File: src/rtl/mmio_hub_pkg.sv
// rtl/mmio_hub_pkg.sv - shared address map, bit indices and read-FSM states for the MMIO hub
package mmio_hub_pkg;

    localparam logic [15:0] ADDR_UART_TX    = 16'hFFFF;
    localparam logic [15:0] ADDR_UART_RX    = 16'hFFFE;
    localparam logic [15:0] ADDR_RX_PRESENT = 16'hFFFD;
    localparam logic [15:0] ADDR_DISP_BASE  = 16'hFFF0;
    localparam logic [15:0] ADDR_TMR_COUNT  = 16'hFFE0;
    localparam logic [15:0] ADDR_TMR_CMP    = 16'hFFE1;
    localparam logic [15:0] ADDR_TMR_CTRL   = 16'hFFE2;
    localparam logic [15:0] ADDR_TMR_STATUS = 16'hFFE3;

    localparam int CTRL_EN_BIT     = 0;
    localparam int CTRL_AR_BIT     = 1;
    localparam int CTRL_IE_BIT     = 2;
    localparam int STATUS_FLAG_BIT = 0;

    typedef enum logic [1:0] {
        RD_IDLE,
        RD_RX_WAIT,
        RD_RESP
    } rd_state_e;

    function automatic logic is_disp_addr(input logic [15:0] addr, input int num_disp);
        logic [15:0] off;
        off = addr - ADDR_DISP_BASE;
        return (addr >= ADDR_DISP_BASE) && (int'(off) < num_disp);
    endfunction

endpackage

File: src/rtl/mmio_timer.sv
// rtl/mmio_timer.sv - prescaled up-counter with compare match, auto-reload and level interrupt
module mmio_timer
    import mmio_hub_pkg::*;
#(
    parameter int TIMER_WIDTH = 32,
    parameter int PRESCALE    = 50
) (
    input  logic                   i_clk,
    input  logic                   i_rst,
    input  logic                   i_count_we,
    input  logic                   i_cmp_we,
    input  logic                   i_ctrl_we,
    input  logic                   i_status_we,
    input  logic [TIMER_WIDTH-1:0] i_wdata,
    input  logic [2:0]             i_wbits,
    output logic [TIMER_WIDTH-1:0] o_count,
    output logic [TIMER_WIDTH-1:0] o_compare,
    output logic [2:0]             o_ctrl,
    output logic                   o_flag,
    output logic                   o_irq
);
    localparam int PW = (PRESCALE > 1) ? $clog2(PRESCALE) : 1;
    localparam logic [PW-1:0] PRESC_LAST = PW'(PRESCALE - 1);

    logic [PW-1:0]          presc_q, presc_d;
    logic [TIMER_WIDTH-1:0] count_q, count_d;
    logic [TIMER_WIDTH-1:0] cmp_q, cmp_d;
    logic [2:0]             ctrl_q, ctrl_d;
    logic                   flag_q, flag_d;
    logic                   irq_q, irq_d;
    logic                   tick, match;

    always_comb begin
        tick    = ctrl_q[CTRL_EN_BIT] && (presc_q == PRESC_LAST);
        match   = tick && (count_q == cmp_q);
        presc_d = '0;
        if (ctrl_q[CTRL_EN_BIT]) begin
            presc_d = tick ? '0 : presc_q + 1'b1;
        end
        // A software load of the count overrides whatever the tick would have produced
        count_d = count_q;
        if (i_count_we) begin
            count_d = i_wdata;
        end else if (tick) begin
            count_d = (match && ctrl_q[CTRL_AR_BIT]) ? '0 : count_q + 1'b1;
        end
        cmp_d  = i_cmp_we ? i_wdata : cmp_q;
        ctrl_d = i_ctrl_we ? i_wbits : ctrl_q;
        flag_d = flag_q;
        if (i_status_we && i_wbits[STATUS_FLAG_BIT]) begin
            flag_d = 1'b0;
        end
        if (match) begin
            flag_d = 1'b1;
        end
        irq_d = flag_q & ctrl_q[CTRL_IE_BIT];
    end

    always_ff @(posedge i_clk or posedge i_rst) begin
        if (i_rst) begin
            presc_q <= '0;
            count_q <= '0;
            cmp_q   <= '0;
            ctrl_q  <= '0;
            flag_q  <= 1'b0;
            irq_q   <= 1'b0;
        end else begin
            presc_q <= presc_d;
            count_q <= count_d;
            cmp_q   <= cmp_d;
            ctrl_q  <= ctrl_d;
            flag_q  <= flag_d;
            irq_q   <= irq_d;
        end
    end

    assign o_count   = count_q;
    assign o_compare = cmp_q;
    assign o_ctrl    = ctrl_q;
    assign o_flag    = flag_q;
    assign o_irq     = irq_q;

endmodule

File: src/rtl/mmio_periph_hub.sv
// rtl/mmio_periph_hub.sv - MMIO decode, display registers, registered read response and timer hookup
module mmio_periph_hub
    import mmio_hub_pkg::*;
#(
    parameter int DATA_WIDTH    = 32,
    parameter int NUM_DISP      = 3,
    parameter int TIMER_WIDTH   = 32,
    parameter int PRESCALE      = 50,
    parameter int TX_FIFO_DEPTH = 4
) (
    input  logic                     i_clk,
    input  logic                     i_rst,
    input  logic [31:0]              i_addr,
    input  logic [DATA_WIDTH-1:0]    i_data,
    input  logic                     i_wr_valid,
    output logic                     o_wr_ready,
    output logic [DATA_WIDTH-1:0]    o_data,
    output logic                     o_rd_valid,
    input  logic                     i_rd_ready,
    output logic [7:0]               o_uart_data,
    output logic                     o_uart_wr_valid,
    input  logic                     i_uart_wr_ready,
    input  logic [TX_FIFO_DEPTH:0]   i_uart_tx_free,
    input  logic                     i_uart_rx_present,
    input  logic [7:0]               i_uart_data,
    input  logic                     i_uart_rd_valid,
    output logic                     o_uart_rd_ready,
    output logic [NUM_DISP*8-1:0]    o_disp_regs,
    output logic                     o_timer_irq,
    output logic                     o_unmapped
);
    logic [15:0]            addr;
    logic                   is_tx, mapped, local_we, wr_unmapped, rd_unmapped;
    logic [DATA_WIDTH-1:0]  rdata;
    logic [DATA_WIDTH-1:0]  data_q, data_d;
    logic [NUM_DISP*8-1:0]  disp_q, disp_d;
    rd_state_e              state_q, state_d;
    logic                   unmapped_q, unmapped_d;
    logic [TIMER_WIDTH-1:0] t_count, t_compare;
    logic [2:0]             t_ctrl;
    logic                   t_flag, t_irq;
    logic                   unused_bits;

    assign addr        = i_addr[15:0];
    assign unused_bits = ^{i_addr[31:16], i_data};

    assign is_tx  = (addr == ADDR_UART_TX);
    assign mapped = is_tx || (addr == ADDR_UART_RX) || (addr == ADDR_RX_PRESENT)
                 || is_disp_addr(addr, NUM_DISP)
                 || (addr == ADDR_TMR_COUNT) || (addr == ADDR_TMR_CMP)
                 || (addr == ADDR_TMR_CTRL) || (addr == ADDR_TMR_STATUS);

    // TX writes are backpressured by the UART FIFO; everything else acks immediately
    assign o_uart_data     = i_data[7:0];
    assign o_uart_wr_valid = i_wr_valid && is_tx;
    assign o_wr_ready      = is_tx ? i_uart_wr_ready : i_wr_valid;
    assign local_we        = i_wr_valid && !is_tx;
    assign wr_unmapped     = i_wr_valid && !mapped;

    always_comb begin
        disp_d = disp_q;
        for (int k = 0; k < NUM_DISP; k++) begin
            if (local_we && (addr == ADDR_DISP_BASE + 16'(k))) begin
                disp_d[8*k +: 8] = i_data[7:0];
            end
        end
    end

    always_comb begin
        rdata = '0;
        if (is_tx) begin
            rdata = DATA_WIDTH'(i_uart_tx_free);
        end else if (addr == ADDR_RX_PRESENT) begin
            rdata = DATA_WIDTH'(i_uart_rx_present);
        end else if (addr == ADDR_TMR_COUNT) begin
            rdata = DATA_WIDTH'(t_count);
        end else if (addr == ADDR_TMR_CMP) begin
            rdata = DATA_WIDTH'(t_compare);
        end else if (addr == ADDR_TMR_CTRL) begin
            rdata = DATA_WIDTH'(t_ctrl);
        end else if (addr == ADDR_TMR_STATUS) begin
            rdata = DATA_WIDTH'(t_flag);
        end
        for (int k = 0; k < NUM_DISP; k++) begin
            if (addr == ADDR_DISP_BASE + 16'(k)) begin
                rdata = DATA_WIDTH'(disp_q[8*k +: 8]);
            end
        end
    end

    mmio_timer #(
        .TIMER_WIDTH(TIMER_WIDTH),
        .PRESCALE   (PRESCALE)
    ) u_timer (
        .i_clk      (i_clk),
        .i_rst      (i_rst),
        .i_count_we (local_we && (addr == ADDR_TMR_COUNT)),
        .i_cmp_we   (local_we && (addr == ADDR_TMR_CMP)),
        .i_ctrl_we  (local_we && (addr == ADDR_TMR_CTRL)),
        .i_status_we(local_we && (addr == ADDR_TMR_STATUS)),
        .i_wdata    (i_data[TIMER_WIDTH-1:0]),
        .i_wbits    (i_data[2:0]),
        .o_count    (t_count),
        .o_compare  (t_compare),
        .o_ctrl     (t_ctrl),
        .o_flag     (t_flag),
        .o_irq      (t_irq)
    );

    // A simultaneous write wins the cycle, so a read is only started with no write present
    always_comb begin
        state_d         = state_q;
        data_d          = data_q;
        rd_unmapped     = 1'b0;
        o_uart_rd_ready = 1'b0;
        o_rd_valid      = 1'b0;
        case (state_q)
            RD_IDLE: begin
                if (i_rd_ready && !i_wr_valid) begin
                    if (addr == ADDR_UART_RX) begin
                        state_d = RD_RX_WAIT;
                    end else begin
                        data_d      = rdata;
                        rd_unmapped = !mapped;
                        state_d     = RD_RESP;
                    end
                end
            end
            RD_RX_WAIT: begin
                o_uart_rd_ready = 1'b1;
                if (i_uart_rd_valid) begin
                    data_d  = DATA_WIDTH'(i_uart_data);
                    state_d = RD_RESP;
                end
            end
            RD_RESP: begin
                o_rd_valid = 1'b1;
                state_d    = RD_IDLE;
            end
            default: state_d = RD_IDLE;
        endcase
        unmapped_d = wr_unmapped || rd_unmapped;
    end

    always_ff @(posedge i_clk or posedge i_rst) begin
        if (i_rst) begin
            state_q    <= RD_IDLE;
            data_q     <= '0;
            disp_q     <= '0;
            unmapped_q <= 1'b0;
        end else begin
            state_q    <= state_d;
            data_q     <= data_d;
            disp_q     <= disp_d;
            unmapped_q <= unmapped_d;
        end
    end

    assign o_data      = data_q;
    assign o_disp_regs = disp_q;
    assign o_unmapped  = unmapped_q;
    assign o_timer_irq = t_irq;

endmodule

File: config.mk
export PLATFORM = sky130hd
export DESIGN_NAME = mmio_periph_hub
export DESIGN_NICKNAME = d
export VERILOG_FILES = /design/src/rtl/mmio_hub_pkg.sv /design/src/rtl/mmio_timer.sv /design/src/rtl/mmio_periph_hub.sv
export SDC_FILE = /design/constraint.sdc
export NUM_CORES = 1
export LEC_CHECK = 0
export ABC_AREA = 1
export CORE_ASPECT_RATIO = 0.8
export CORE_MARGIN = 5
export CORE_UTILIZATION = 40
export DETAILED_ROUTE_END_ITERATION = 8
export PLACE_DENSITY_LB_ADDON = 0.1
export REMOVE_ABC_BUFFERS = 1
export SYNTH_ARGS = -nofsm -noshare
export SYNTH_HDL_FRONTEND = slang
export SYNTH_SLANG_ARGS = --single-unit
File: constraint.sdc
create_clock -name i_clk -period 4.5 [get_ports i_clk]
set_clock_uncertainty 0.1 [all_clocks]
set_input_delay 0.45 -clock i_clk [delete_from_list [all_inputs] [get_ports i_clk]]
set_output_delay 0.45 -clock i_clk [all_outputs]
set_load 0.01 [all_outputs]
==> results of run 1 <==
## state kept, by name, indices dropped and copies added (netlist names)
signal and cells:
u_timer.o_irq 1, u_timer.o_compare 32, o_disp_regs 24, o_unmapped 1, u_timer.presc_q 6, state_q 2
u_timer.o_count 32, u_timer.o_ctrl 3, o_data 32, u_timer.o_flag 1
## stage by stage
step,hold slack (ns),total power [mW]
6_report,0.381,2.85
5_1_grt,0.395,2.96
4_1_cts,0.386,2.88
3_5_place_dp,0.369,1.51
3_3_place_gp,0.367,1.51
2_1_floorplan,0.336,1.36
## cells in the final DEF (no fill, tap or decap), types with 2 or more instances in the layout
cell type	Yosys	layout
nor4_1	5	5
ha_1	3	3
nand2_4	3	3
nand4_1	54	54
clkinv_4	0	4
nand3_1	48	48
inv_1	190	189
nor2_1	80	80
dfrtp_1	134	134
bufinv_16	0	2
o21ai_0	113	113
nor3b_1	2	2
clkbuf_16	0	17
or2_2	7	7
nand2_2	3	4
xnor2_1	6	6
nor2_2	3	3
o22ai_1	19	19
nor3_1	25	25
o22ai_2	13	13
nor2_4	2	2
o21ai_1	6	6
clkbuf_1	17	2
nand3b_1	2	2
clkdlybuf4s50_1	0	137
clkinvlp_4	0	3
xor2_1	27	27
o211ai_1	23	23
inv_2	2	2
clkinv_2	0	3
a31oi_1	3	3
buf_4	9	10
nand2_1	340	339
## worst max-delay path: cells and delay by family
family                 cells  cell delay, ns
and+or+nand+nor            4            0.64
AOI/OAI and AO/OA          1            0.19
buffers and inverters      3            1.17
## kinds of logic after synthesis
kind of cell               share of synthesized area [%]
AOI/OAI and AO/OA                                   13.3
xor gates and xnor gates                            3.49
buffers and inverters                               12.2
and+or+nand+nor                                     30.1
DFF                                                 40.5
adders and majority gates                          0.453
## power groups by stage
stage          combinational [mW]  clock (mW)  sequential [mW]
2_1_floorplan               0.123           0             1.24
3_3_place_gp                0.272           0             1.24
3_5_place_dp                0.271           0             1.24
4_1_cts                     0.273        1.39             1.22
5_1_grt                     0.302        1.44             1.22
6_report                    0.267        1.36             1.22
## cells in the mapped netlist (2+ instances only)
master / n
o21ai_1: 6
nor2_4: 2
o22ai_1: 19
o22ai_2: 13
or2_2: 7
dfrtp_1: 134
inv_1: 190
o211ai_1: 23
ha_1: 3
o21ai_0: 113
xor2_1: 27
nand3_1: 48
nor2_2: 3
nand2_1: 340
nor3b_1: 2
buf_6: 4
xnor2_1: 6
nand2_2: 3
nor3_1: 25
nor4_1: 5
nand2_4: 3
clkbuf_1: 17
nand4_1: 54
a31oi_1: 3
buf_4: 9
nand3b_1: 2
nor2_1: 80
buf_2: 19
inv_2: 2
## path summary, 6_finish.rpt
path	startpoint	to	slack [ns]	cells after the start
max	i_addr[5]	o_wr_ready	1.49	8
min	o_data[3]$_DFFE_PP0P_	o_data[3]$_DFFE_PP0P_	0.38	2
max reg2reg	u_timer.presc_q[2]$_DFF_PP0_	u_timer.o_count[30]$_DFFE_PP0P_	1.70	6
min reg2reg	o_data[3]$_DFFE_PP0P_	o_data[3]$_DFFE_PP0P_	0.38	2
max in group asynchronous	i_rst	u_timer.presc_q[2]$_DFF_PP0_	3.07	3
min in group asynchronous	i_rst	o_disp_regs[15]$_DFFE_PP0P_	0.47	2
## layer usage
| layer | routed length [um] | track usage (%) |
|---|---|---|
| met1 | 12600 | 32.8 |
| met2 | 10100 | 29.8 |
| met3 | 1800 | 5.36 |
| met4 | 299 | 5.21 |
| met5 | 0 | 0 |
## area by class of cell
class                      count  area [um^2]
fill                        2096        10100
clock buffer                  19          433
clock inverter                12          133
inverter                     193          732
sequential                   134         3350
timing repair buffer         148         1470
multi-input combinational    792         3920
tap                          269          337
==> qor.yml, run 1 <==
worst_setup_path:
  cp_max_fo: 11
  cp_slowest_cell: "clkdlybuf4s50_1"
  end_kind: "primary output"
  start_kind: "input port"
  cp_common_cell: "clkdlybuf4s50_1"
  slowest_delay_ns: 0.56
  setup.worst_path.class: "in2out"
  crit_arrival_ns: 2.46
  cp_cell_sequence: "clkdlybuf4s50_1, nand2_1, nor2_1, inv_1, nor2_4, nand3_4, o21ai_0, clkdlybuf4s50_1"
  cp_data_required_time_ns: 3.95
power_and_ir_drop:
  combPwrFrac_pct: 9.4
  p_per_area_nw_per_um2: 274
  clkPwrFrac_pct: 47.8
  intPower_mw: 2.12
  power.leakage_nw: 4.82
  irDropWorstVdd_uv: 206
  seq_power_share_pct: 42.8
  switching_share_pct: 25.5
  switchingPower_mw: 0.727
layout:
  syn2layout_area_growth_pct: 25.3
  antenna_cells: 0
  stdcell_area_um2: 10400
  instances_no_fill: 1567
  final_util_pct: 50.6
  drive_gt1_share_pct: 5.93
  nets: 1373
timing:
  fmax_ghz: 0.332
  hold_viol_final: 0
  rsz0062_at_grt: "no"
  finalSetupViolCount: 0
  tns_ns: 0
  min_period_ns: 3.01
  timing.final.crit_share_pct: 67.0
  worstMarginPinSlew_ns: 0.803
  maxSlewHeadroom_pct: 46.5
  fin_ws_ns: 1.49
  maxSlewViolCount: 0
floorplanning:
  die_w_um: 171
  die_h_um: 139
  rows: 47
  dieArea_um2: 23700
  initial_core_util_pct: 40.4
  num_io_pins: 154
  core_um2: 20500
routing:
  route.vias.total: 7859
  viasPerCell: 5.02
  postRouteAntennaNets: 0
  finalWirelength_mm: 24.8
  drtPass1Iterations: 5
  drt_iter0_drc: 628
  drc: 0
  route.detailed.wl_per_inst_um: 15.8
cts:
  root_buffer: "clkbuf_16"
  cts.clk_slew.worst_paths_ns: 0.06
  cts_tree: "yes"
  ctsHoldBuffers: 0
  clock_path_buffers: 2
  cts.sinks: 134
  clk_latency_ns: 0.42
  cts.htree.levels: 4
  post_cts_buffers: 0
  cts_resized: 0
  cts_buffers: 17
synth:
  synth_top_flop_cell: "dfrtp_1"
  synth_area_leaders: "dfrtp_1 (40%), nand2_1 (15%), inv_1 (8.6%), o21ai_0 (6.8%), nand4_1 (4.1%)"
  synth_edf_count: 0
  synth-seq-area-share_pct: 40.5
  synth_area_leader_cell: "dfrtp_1"
  ys_types: 37
  ys_warn_count: 0
  synth_area_um2: 8280
  synthesis.instances: 1170
  synth_top_area_share_pct: 40.5
  syn_avg_cell_area_um2: 7.08
  synth-seq-cells: 134
  ys_async_sr_fraction_pct: 100
placement:
  place_hpwl_mm: 18.2
  place_congestion: 0.917
  portBuffers: 137
  place_ws_ns: 1.25
  dp.cells: 1536
  placed_area_um2: 9810
global_routing:
  grt_max_degree: 87
  grt_overflow_total: 0
  antenna_found_initial: 0
  grt_pass1_wl_mm: 40.6
  grt_pass1_vias: 7455
  grt.total_usage_pct: 21.3
flow_run:
  drv_cap: 0
run_status:
  status: "finished clean"
hold_path:
  hold_class: "reg2reg"
Note: power is estimated with default switching activity, not from simulation.
==> run 2, diff against run 1 <==
==> constraint.sdc (replaced) <==
create_clock -name i_clk -period 3 [get_ports i_clk]
set_clock_uncertainty 0.1 [all_clocks]
set_input_delay 0.3 -clock i_clk [delete_from_list [all_inputs] [get_ports i_clk]]
set_output_delay 0.3 -clock i_clk [all_outputs]
set_load 0.01 [all_outputs]
==> run 2 against run 1 <==
Net effect:
- worst setup slack lost 1.1 ns
- final cell count grew 1.3%
- design area grew 2.1%
- total power grew 55%
- clock-buffer cell count grew 1
- utilization grew 1.1 points
- wire length grew 1.7%
- global-route usage shrank 0.13 points
- hold slack lost 0.15 ns
- register-to-register slack lost 1.0 ns
- critical endpoint unchanged
==> qor.yml, run 2 (synthesis gave the netlist of run 1 again) <==
cts:
  ctsHoldBuffers: 0  # unchanged
  cts_resized: 0  # unchanged
  cts.htree.levels: 4  # unchanged
  root_buffer: "clkbuf_16"
  cts_tree: "yes"
  post_cts_buffers: 0  # unchanged
  clock_path_buffers: 2  # unchanged
  cts.sinks: 134  # unchanged
  cts.clk_slew.worst_paths_ns: 0.06  # about the same
  clk_latency_ns: 0.42  # about the same
  cts_buffers: 17  # unchanged
timing:
  min_period_ns: 2.57
  fmax_ghz: 0.389
  tns_ns: 0  # unchanged
  finalSetupViolCount: 0  # unchanged
  fin_ws_ns: 0.432  # -1.05 ns
  worstMarginPinSlew_ns: 0.651  # -0.152 ns
  maxSlewViolCount: 0  # unchanged
  timing.final.crit_share_pct: 85.6
  maxSlewHeadroom_pct: 56.2  # +9.7 points
  rsz0062_at_grt: "no"
  hold_viol_final: 0  # unchanged
layout:
  stdcell_area_um2: 10600  # +2.1%
  drive_gt1_share_pct: 7.44  # +1.5 points
  final_common_cell: "nand2_1"
  syn2layout_area_growth_pct: 28.0
  num-fill-cells: 2053  # -2.1%
  antenna_cells: 0  # unchanged
  instances_no_fill: 1587  # +1.3%
  nets: 1392  # +1.4%
  multi_input_area_um2: 3920  # unchanged
  layout_common_cells: "nand2_1 (339), inv_1 (189), clkdlybuf4s50_1 (137)"
  regArea_um2: 3350  # unchanged
power_and_ir_drop:
  switching_share_pct: 24.6  # -0.91 points
  intPower_mw: 3.33  # +57%
  finalPower_mw: 4.42  # +55%
  combPwrFrac_pct: 9.8  # +0.4 points
  switchingPower_mw: 1.09  # +50%
  p_per_area_nw_per_um2: 417  # +52%
  seq_power_share_pct: 41.3  # -1.5 points
  clkPwrFrac_pct: 48.9  # +1.1 points
  power.leakage_nw: 4.95  # +2.7%
  irDropWorstVdd_uv: 333  # +62%
floorplanning:
  rows: 47  # unchanged
  die_w_um: 171  # unchanged
  die_h_um: 139  # unchanged
  dieArea_um2: 23700  # unchanged
  initial_core_util_pct: 40.4  # unchanged
  core_um2: 20500  # unchanged
  num_io_pins: 154  # unchanged
routing:
  drc: 0  # unchanged
  drt_iter0_drc: 775  # +23%
  route.detailed.wl_per_inst_um: 15.9  # +0.37%
  finalWirelength_mm: 25.2  # +1.7%
  viasPerCell: 5.05  # +0.65%
  drtPass1Iterations: 5  # unchanged
  route.vias.total: 8011  # +1.9%
  postRouteAntennaNets: 0  # unchanged
worst_setup_path:
  end_kind: "primary output"
  crit_arrival_ns: 2.17  # -0.29 ns
  setup.worst_path.class: "in2out"
  cp_slowest_cell: "clkdlybuf4s50_1"
  cp_max_fo: 8  # -3
  slowest_delay_ns: 0.55  # about the same
  cp_cell_sequence: "clkdlybuf4s50_1, nand2_1, nor2_4, nand2_4, nor2_4, nand3_4, o21ai_0, clkdlybuf4s50_1"
  cp_data_required_time_ns: 2.60  # -1.35 ns
  start_kind: "input port"
placement:
  portBuffers: 137  # unchanged
  place_congestion: 0.922  # +0.53%
  placed_area_um2: 9990  # +1.8%
  place_hpwl_mm: 18.8  # +3.4%
  place_ws_ns: 0.281  # -0.966 ns
  dp.cells: 1555  # +1.2%
global_routing:
  grt.total_usage_pct: 21.1  # -0.13 points
  grt_max_degree: 58  # -33%
  grt_pass1_wl_mm: 40.4  # -0.68%
  grt_pass1_vias: 7326  # -1.7%
  antenna_found_initial: 0  # unchanged
  grt_overflow_total: 0  # unchanged
hold_path:
  hold_class: "in2async"
run_status:
  status: "finished clean"
flow_run:
  drv_cap: 0  # unchanged
==> run 2: cell types whose count changed in the layout (fill, tap and decap cells not counted) <==
cell,previous run,this run
clkinvlp_4,3,2
buf_4,10,26
clkinv_4,4,2
buf_12,1,4
inv_6,1,2
clkinv_2,3,4
clkbuf_8,0,2
bufinv_16,2,3
clkbuf_1,2,1
==> run 2: final cells by class <==
type | instances | share of cell area (%)
clock buffer | 20 | 4.31
clock inverter | 12 | 1.43
inverter | 193 | 6.91
multi-input combinational | 792 | 37.0
sequential | 134 | 31.6
tap | 269 | 3.18
timing repair buffer | 167 | 15.5
==> run 2: through the flow <==
step / util, % / hold WS (ns)
6_report: 51.6 / 0.231
5_1_grt: 51.6 / 0.281
4_1_cts: 51.6 / 0.247
3_5_place_dp: 48.7 / 0.365
3_3_place_gp: 48.7 / 0.367
2_1_floorplan: - / 0.336
==> run 2: critical path: cells and delay by family <==
kind / cells / cell delay, ns
AO/OA/AOI/OAI: 1 / 0.18
AND/OR/NAND/NOR: 5 / 0.62
buffers and inverters: 2 / 1.07
==> run 2: per-layer routing <==
layer | wire length (um) | GRT usage [%] | part of all wire (%) | vias to the layer above
met5 | 0 | 0 | 0 | -
met2 | 10200 | 29.5 | 41 | 234
met3 | 1690 | 4.65 | 6.7 | 22
met1 | 13000 | 33.4 | 52 | 3719
li1 | - | - | - | 4036
met4 | 261 | 4.46 | 1.0 | 0
==> run 2: path summary, 6_finish.rpt <==
check	to	slack, ns	cells after the start	start
min in group i_clk	u_timer.o_compare[22]$_DFFE_PP0P_	0.36	3	i_data[22]
hold / removal	o_disp_regs[23]$_DFFE_PP0P_	0.23	2	i_rst
max in group asynchronous	u_timer.o_compare[29]$_DFFE_PP0P_	1.92	3	i_rst
hold reg to reg	o_data[5]$_DFFE_PP0P_	0.38	2	o_data[5]$_DFFE_PP0P_
setup reg to reg	u_timer.o_count[6]$_DFFE_PP0P_	0.69	7	u_timer.presc_q[2]$_DFF_PP0_
setup / recovery	o_wr_ready	0.43	8	i_addr[12]
==> run 2: power groups by stage <==
stage	clock [mW]	sequential (mW)	combinational (mW)
after CTS	2.20	1.83	0.438
after global routing	2.28	1.83	0.477
after detailed placement	0	1.86	0.435
final	2.16	1.83	0.432
after floorplan	0	1.86	0.184
after global placement	0	1.86	0.437
